==> src/rtl/fetch_pkg.sv <==
// fetch_pkg: shared types and constants for the instruction-fetch stage.
//   NOP_INSTR        - word presented on InstrF while the buffer is empty (bubble)
//   RESET_PC_DEFAULT - default PC loaded by reset
//   fetch_entry_t    - one buffered fetch: {pcplus4, instr}
package fetch_pkg;

    localparam logic [31:0] NOP_INSTR        = 32'h0000_0000;
    localparam logic [31:0] RESET_PC_DEFAULT = 32'h0000_0000;

    typedef struct packed {
        logic [31:0] pcplus4;
        logic [31:0] instr;
    } fetch_entry_t;

endpackage

==> src/rtl/fetch_unit_if.sv <==
// fetch_unit_if: instruction-memory request/response bundle.
//   imem_req    master->slave  request valid
//   imem_addr   master->slave  word-aligned fetch address
//   imem_ready  slave->master  request accepted at posedge when imem_req & imem_ready
//   imem_rvalid slave->master  read data valid (in order, >=1 cycle after acceptance)
//   imem_rdata  slave->master  instruction word
// Handshake: a request transfers only on a clock edge where imem_req and
// imem_ready are both high. An unaccepted request may change its address
// (the memory is SRAM-style). Responses carry no ready: the master always
// takes imem_rvalid, which is why the master never issues beyond its buffer credit.
interface fetch_unit_if;

    logic        imem_req;
    logic [31:0] imem_addr;
    logic        imem_ready;
    logic        imem_rvalid;
    logic [31:0] imem_rdata;

    modport master (
        output imem_req,
        output imem_addr,
        input  imem_ready,
        input  imem_rvalid,
        input  imem_rdata
    );

    modport slave (
        input  imem_req,
        input  imem_addr,
        output imem_ready,
        output imem_rvalid,
        output imem_rdata
    );

endinterface

==> src/rtl/fetch_fifo.sv <==
// fetch_fifo: synchronous FIFO of fetch_entry_t used as the fetch buffer.
//   clk, rst_n  clock, synchronous active-low reset
//   push        write push_data (caller guarantees space)
//   pop         consume head when non-empty
//   flush       empty the FIFO; overrides push and pop
//   head        combinational head entry (undefined when count==0)
//   count       current occupancy, 0..DEPTH
module fetch_fifo
    import fetch_pkg::*;
#(
    parameter  int DEPTH = 2,
    localparam int AW    = $clog2(DEPTH)
) (
    input  logic         clk,
    input  logic         rst_n,
    input  logic         push,
    input  fetch_entry_t push_data,
    input  logic         pop,
    input  logic         flush,
    output fetch_entry_t head,
    output logic [AW:0]  count
);

    fetch_entry_t  mem_q [DEPTH];
    logic [AW-1:0] wr_ptr_q, wr_ptr_d;
    logic [AW-1:0] rd_ptr_q, rd_ptr_d;
    logic [AW:0]   count_q, count_d;
    logic          do_pop;

    always_comb begin
        do_pop   = pop && (count_q != '0);
        wr_ptr_d = wr_ptr_q;
        rd_ptr_d = rd_ptr_q;
        count_d  = count_q;
        if (flush) begin
            wr_ptr_d = '0;
            rd_ptr_d = '0;
            count_d  = '0;
        end else begin
            if (push)   wr_ptr_d = wr_ptr_q + 1'b1;
            if (do_pop) rd_ptr_d = rd_ptr_q + 1'b1;
            count_d = count_q + (AW+1)'(push) - (AW+1)'(do_pop);
        end
    end

    always_ff @(posedge clk) begin
        if (!rst_n) begin
            wr_ptr_q <= '0;
            rd_ptr_q <= '0;
            count_q  <= '0;
        end else begin
            wr_ptr_q <= wr_ptr_d;
            rd_ptr_q <= rd_ptr_d;
            count_q  <= count_d;
        end
    end

    // Storage needs no reset: count gates every read of it.
    always_ff @(posedge clk) begin
        if (push && !flush) mem_q[wr_ptr_q] <= push_data;
    end

    assign head  = mem_q[rd_ptr_q];
    assign count = count_q;

endmodule

==> src/rtl/fetch_unit.sv <==
// fetch_unit: IF stage. Owns the PC, issues in-order word fetches, buffers
// returned words and presents the buffer head to the IF/ID register.
//   CLK, Reset          clock, synchronous active-low reset
//   StallF              hold head, no pop, ignore redirects
//   PCSrcD/PCBranchD    taken branch from ID and its target
//   JumpD/PCJumpD       jump from ID and its target (wins over branch)
//   imem                instruction-memory master port (fetch_unit_if)
//   InstrF/PcPlus4F     head instruction and its address+4; 0 when empty
//   FetchValidF         buffer non-empty
// Optional macro FETCH_PERF_CNT_EN adds BubbleCntF (cycles with !StallF and
// an empty buffer) and RedirectCntF (redirects taken).
module fetch_unit
    import fetch_pkg::*;
#(
    parameter logic [31:0] RESET_PC   = RESET_PC_DEFAULT,
    parameter int          FIFO_DEPTH = 2
) (
    input  logic        CLK,
    input  logic        Reset,
    input  logic        StallF,
    input  logic        PCSrcD,
    input  logic [31:0] PCBranchD,
    input  logic        JumpD,
    input  logic [31:0] PCJumpD,
    fetch_unit_if.master imem,
    output logic [31:0] InstrF,
    output logic [31:0] PcPlus4F,
    output logic        FetchValidF
`ifdef FETCH_PERF_CNT_EN
    ,
    output logic [31:0] BubbleCntF,
    output logic [31:0] RedirectCntF
`endif
);

    localparam int AW = $clog2(FIFO_DEPTH);

    logic [31:0]  pc_q, pc_d;
    logic [31:0]  resp_pc_q, resp_pc_d;
    logic [AW:0]  outst_q, outst_d;
    logic [AW:0]  drop_q, drop_d;
    logic [AW:0]  count;
    logic [AW+1:0] credits_used;
    fetch_entry_t head, push_data;
    logic         pop, redirect, req, accept, resp, discard, push;
    logic [31:0]  target;

    always_comb begin
        pop      = !StallF && (count != '0);
        redirect = !StallF && (JumpD || PCSrcD);
        target   = JumpD ? PCJumpD : PCBranchD;
        // Buffered + in-flight words may never exceed the buffer, so every
        // response has a slot waiting for it.
        credits_used = {1'b0, count} + {1'b0, outst_q} - (AW+2)'(pop);
        req      = Reset && (credits_used < (AW+2)'(FIFO_DEPTH));
        accept   = req && imem.imem_ready;
        // Responses with nothing outstanding belong to requests abandoned by reset.
        resp     = imem.imem_rvalid && (outst_q != '0);
        discard  = resp && (drop_q != '0);
        push     = resp && !discard && !redirect;
        push_data.pcplus4 = resp_pc_q + 32'd4;
        push_data.instr   = imem.imem_rdata;

        outst_d = outst_q + (AW+1)'(accept) - (AW+1)'(resp);
        drop_d  = drop_q;
        if (discard) drop_d = drop_q - 1'b1;
        // Everything still in flight after this edge is old-stream, including
        // words already being dropped, so the drop count becomes the new total.
        if (redirect) drop_d = outst_d;

        pc_d = pc_q;
        if (redirect)    pc_d = target;
        else if (accept) pc_d = pc_q + 32'd4;

        resp_pc_d = resp_pc_q;
        if (redirect)  resp_pc_d = target;
        else if (push) resp_pc_d = resp_pc_q + 32'd4;
    end

    always_ff @(posedge CLK) begin
        if (!Reset) begin
            pc_q      <= RESET_PC;
            resp_pc_q <= RESET_PC;
            outst_q   <= '0;
            drop_q    <= '0;
        end else begin
            pc_q      <= pc_d;
            resp_pc_q <= resp_pc_d;
            outst_q   <= outst_d;
            drop_q    <= drop_d;
        end
    end

    fetch_fifo #(.DEPTH(FIFO_DEPTH)) u_fifo (
        .clk      (CLK),
        .rst_n    (Reset),
        .push     (push),
        .push_data(push_data),
        .pop      (pop),
        .flush    (redirect),
        .head     (head),
        .count    (count)
    );

    assign imem.imem_req  = req;
    assign imem.imem_addr = pc_q;
    assign FetchValidF    = (count != '0);
    assign InstrF         = FetchValidF ? head.instr   : NOP_INSTR;
    assign PcPlus4F       = FetchValidF ? head.pcplus4 : 32'h0;

`ifdef FETCH_PERF_CNT_EN
    logic [31:0] bubble_q, bubble_d, redir_q, redir_d;

    always_comb begin
        bubble_d = bubble_q;
        redir_d  = redir_q;
        if (!StallF && (count == '0)) bubble_d = bubble_q + 32'd1;
        if (redirect)                 redir_d  = redir_q + 32'd1;
    end

    always_ff @(posedge CLK) begin
        if (!Reset) begin
            bubble_q <= '0;
            redir_q  <= '0;
        end else begin
            bubble_q <= bubble_d;
            redir_q  <= redir_d;
        end
    end

    assign BubbleCntF   = bubble_q;
    assign RedirectCntF = redir_q;
`endif

endmodule
==> src/flat_wrapper.sv <==
// flat-port wrapper written by rule: the top's interface ports become plain ports
module fetch_unit_flat import fetch_pkg::*;
#(
    parameter logic [31:0] RESET_PC   = RESET_PC_DEFAULT,
    parameter int          FIFO_DEPTH = 2
)
  (CLK, Reset, StallF, PCSrcD, PCBranchD, JumpD, PCJumpD, InstrF, PcPlus4F, FetchValidF, imem_imem_req, imem_imem_addr, imem_imem_ready, imem_imem_rvalid, imem_imem_rdata);
  fetch_unit_if imem_i ();
  input  logic CLK;
  input  logic Reset;
  input  logic StallF;
  input  logic PCSrcD;
  input  logic [31:0] PCBranchD;
  input  logic JumpD;
  input  logic [31:0] PCJumpD;
  output logic [31:0] InstrF;
  output logic [31:0] PcPlus4F;
  output logic FetchValidF;
  output wire logic [$bits(imem_i.imem_req)-1:0] imem_imem_req;
  output wire logic [$bits(imem_i.imem_addr)-1:0] imem_imem_addr;
  input wire logic [$bits(imem_i.imem_ready)-1:0] imem_imem_ready;
  input wire logic [$bits(imem_i.imem_rvalid)-1:0] imem_imem_rvalid;
  input wire logic [$bits(imem_i.imem_rdata)-1:0] imem_imem_rdata;
  assign imem_imem_req = imem_i.imem_req;
  assign imem_imem_addr = imem_i.imem_addr;
  assign imem_i.imem_ready = imem_imem_ready;
  assign imem_i.imem_rvalid = imem_imem_rvalid;
  assign imem_i.imem_rdata = imem_imem_rdata;
  fetch_unit #(.RESET_PC(RESET_PC), .FIFO_DEPTH(FIFO_DEPTH)) u_core (.CLK(CLK), .Reset(Reset), .StallF(StallF), .PCSrcD(PCSrcD), .PCBranchD(PCBranchD), .JumpD(JumpD), .PCJumpD(PCJumpD), .imem(imem_i), .InstrF(InstrF), .PcPlus4F(PcPlus4F), .FetchValidF(FetchValidF));
endmodule
==> config.mk <==
export PLATFORM = sky130hd
export DESIGN_NAME = fetch_unit_flat
export DESIGN_NICKNAME = d
export VERILOG_FILES = /design/src/rtl/fetch_pkg.sv /design/src/rtl/fetch_unit_if.sv /design/src/rtl/fetch_fifo.sv /design/src/rtl/fetch_unit.sv /design/src/flat_wrapper.sv
export SDC_FILE = /design/constraint.sdc
export NUM_CORES = 1
export LEC_CHECK = 0
export BUFFER_PORTS_ARGS = -buffer_cell sky130_fd_sc_hd__clkbuf_2
export CAP_MARGIN = 40
export CORE_MARGIN = 5
export CORE_UTILIZATION = 30
export CTS_CLUSTER_SIZE = 14
export DETAILED_ROUTE_END_ITERATION = 10
export REMOVE_ABC_BUFFERS = 1
export SLEW_MARGIN = 20
export SYNTH_ARGS = -nofsm -noshare
export SYNTH_HDL_FRONTEND = slang
export SYNTH_SLANG_ARGS = --single-unit
==> constraint.sdc <==
create_clock -name CLK -period 7.4 [get_ports CLK]
set_input_delay 2.22 -clock CLK [delete_from_list [all_inputs] [get_ports CLK]]
set_output_delay 2.22 -clock CLK [all_outputs]
set_load 0.05 [all_outputs]
==> qor.log <==
qor: status.outcome completed
qor: floorplanning.floorplan.io_pins 201
qor: clock_tree.ctsHtreeMaxLevel 4
qor: place.placedCellCount 1406
qor: timing.worst_slew_margin_rel 0.462
qor: global_route.track_usage 0.141
qor: final_layout.stdcell_count 1439
qor: worst_setup_path.crit_path_max_fanout 4
qor: floorplanning.fp.dieW 187 µm
qor: yosys.post_synth_num_cell_types 54
qor: clock_tree.cts.root.buffer_cell clkbuf_16
qor: worst_setup_path.timing.critical_path.slowest_cell_delay 420 ps
qor: timing.fin_setup_tns 0 ps
qor: clock_tree.tritoncts done
qor: pwr.peakVddDrop 0.000167 V
qor: final_layout.layout.cells.most_common_list clkbuf_2 (200), edfxtp_1 (128), nor2_1 (107)
qor: worst_setup_path.critPathArrivalTime 4180 ps
qor: min_path.min-delay-path-class register to register
qor: global_route.antenna_violations_before_repair 0
qor: clock_tree.tritoncts.num_buffers 17
qor: clock_tree.clk_pin_slew_worst_paths 80 ps
qor: routing.dr.first_iter.drc_count 330
qor: worst_setup_path.worst-setup-path-type input port to output pin
qor: yosys.synth-edff-count 128
qor: timing.timing_hold_violations_final 0
qor: routing.post_drt_via_cell_ratio 4.89
qor: pwr.p_leak 0.00432 µW
qor: yosys.post_synth.cell_area_avg 11.1 µm²
qor: pwr.power 2970 µW
qor: worst_setup_path.cp-end-kind output pin
qor: yosys.synth.yosys.seq_area_share 0.559
qor: routing.route.detailed.drc 0
qor: clock_tree.cts_hold_repair.buffers 0
qor: yosys.ys_warn_count 0
qor: floorplanning.rows 64
qor: place.dp.final_hpwl 18000 µm
qor: timing.setup_violations 0
qor: worst_setup_path.timing.critical_path.slowest_stage_cell fa_1
qor: clock_tree.worst_skew_pair.late_latency 440 ps
qor: routing.routed_len_inst 17.3 µm
qor: global_route.grt_pass1_vias 7147
qor: global_route.global_route_wire_length_before_repair 39700 µm
qor: worst_setup_path.worst-endpoint-required 5180 ps
qor: global_route.grt_max_degree 68
qor: clock_tree.clock_sinks 199
qor: place.buffer_ports.inserted 200
qor: clock_tree.cts_setup_buffers 0
qor: routing.drt_pre_antenna_iters 5
qor: global_route.grt-ovfl-total 0
qor: yosys.synthesis.area 9410 µm²
qor: floorplanning.floorplan.die_area 35000 µm²
qor: timing.worst_hold_slack 509 ps
qor: timing.final_max_slew_viol_count 0
qor: final_layout.area_growth_syn_to_layout 22.0%
qor: worst_setup_path.critical-path-top-cell-by-count clkbuf_2
qor: final_layout.diodes 0
qor: yosys.synth_seq_cells 199
qor: yosys.post_synth_inst_count 851
qor: timing.worst_clock_skew 16.8 ps
qor: floorplanning.die_height 187 µm
qor: routing.drtAntennaViolNets 0
qor: yosys.synthFlopType edfxtp_1
qor: timing.min_period 6400 ps
qor: floorplanning.placeableCoreArea 30700 µm²
qor: timing.worstMarginPinSlew 801 ps
qor: clock_tree.clockBufferDepth 2
qor: routing.vias 7038
qor: final_layout.num-nets-final 1143
qor: worst_setup_path.path_cells clkbuf_2 -> nor2_1 -> ha_1 -> nand2b_1 -> fa_1 -> xor2_1 -> and3_1 -> clkbuf_2
qor: worst_setup_path.worst-path-buf-inv 2
qor: worst_setup_path.critical-path-top-delay-family adder cells
qor: timing.layout_worst_path_cycle_share 0.864
qor: clock_tree.post_cts.resized_instances 0
qor: timing.fmaxAchievable 156 MHz
qor: pwr.p_per_area 259 nW/µm²
qor: worst_setup_path.startpoint_type input port
qor: final_layout.layout_commonest_cell clkbuf_2
qor: final_layout.fraction_of_final_layout_cells_with_drive_strength_greater_than_1 0.267
qor: routing.routed_wl 24900 µm
qor: place.place.gp.congestion 0.806
qor: timing.rsz_0062_raised_after_global_routing no
qor: yosys.asyncSetResetFlopFracSynth 0
qor: job.drv.max_cap_violation_count 0
qor: floorplanning.start_util 0.306
==> area by class of cell <==
| class | count | area (µm²) |
|---|---|---|
| tap | 396 | 495 |
| inverter | 17 | 63.8 |
| fill | 3091 | 19300 |
| timing repair buffer | 214 | 1150 |
| clock inverter | 13 | 151 |
| multi-input combinational | 581 | 3900 |
| sequential | 199 | 5270 |
| clock buffer | 19 | 454 |
==> logic make-up after synthesis <==
group	count (synthesis)	share of synthesized area
simple gates	274	0.141
flops	199	0.559
compound gates	132	0.0881
mux	88	0.0957
xor+xnor	77	0.0717
buf+inv	71	0.0299
fa+ha+maj	10	0.0141
==> report_power, final <==
| group | leakage (µW) | total [µW] | internal (µW) | switching, µW |
|---|---|---|---|---|
| clock | 0.000295 | 944 | 475 | 469 |
| sequential | 0.00175 | 1340 | 1280 | 65.9 |
| combinational | 0.00227 | 680 | 204 | 477 |
| total | 0.00432 | 2970 | 1960 | 1010 |
==> metal layers <==
metal	vias to the layer above	GRT usage	routed length, µm
met3	32	0.0328	1250
li1	3444	-	-
met5	-	0	0
met1	3365	0.190	11700
met2	197	0.224	11400
met4	0	0.0489	577
==> registers in the layout, indices dropped and copies added (netlist names), named ones only <==
register and flops:
u_core.drop_q 2, u_core.outst_q 2, u_core.u_fifo.rd_ptr_q 1, u_core.u_fifo.count 2
u_core.imem.imem_addr 31, u_core.u_fifo.wr_ptr_q 1, u_core.u_fifo.mem_q 128, u_core.resp_pc_q 31
==> path summary, 6_finish.rpt <==
kind,start,end,slack [ps],cells past startpoint
setup / recovery,StallF,imem_imem_req,1000,8
hold / removal,u_core.imem.imem_addr[0],u_core.u_fifo.mem_q[0][32],510,0
setup reg to reg,u_core.u_fifo.count[0],u_core.drop_q[1],4180,13
hold reg to reg,u_core.imem.imem_addr[0],u_core.u_fifo.mem_q[0][32],510,0
==> through the flow <==
step | cell area (µm²) | worst slack [ps] | utilization
final | 11500 | 1000 | 0.373
after floorplan | 9190 | -763 | -
after global placement | 10800 | 1040 | 0.352
after CTS | 11500 | 1010 | 0.372
after global routing | 11500 | 877 | 0.373
after detailed placement | 10800 | 1020 | 0.353
==> synthesized netlist by cell type, types with 29 or more instances <==
master	n	area, µm²
o21ai_0	29	145
xor2_1	35	307
edfxtp_1	128	3840
nand3_1	29	145
nor2_1	110	413
dfxtp_1	71	1420
clkbuf_1	34	128
a21oi_1	54	270
xnor2_1	42	368
nand2_1	45	169
mux2i_1	72	721
nand4_1	30	188
Power figures use the tool's default switching activity.
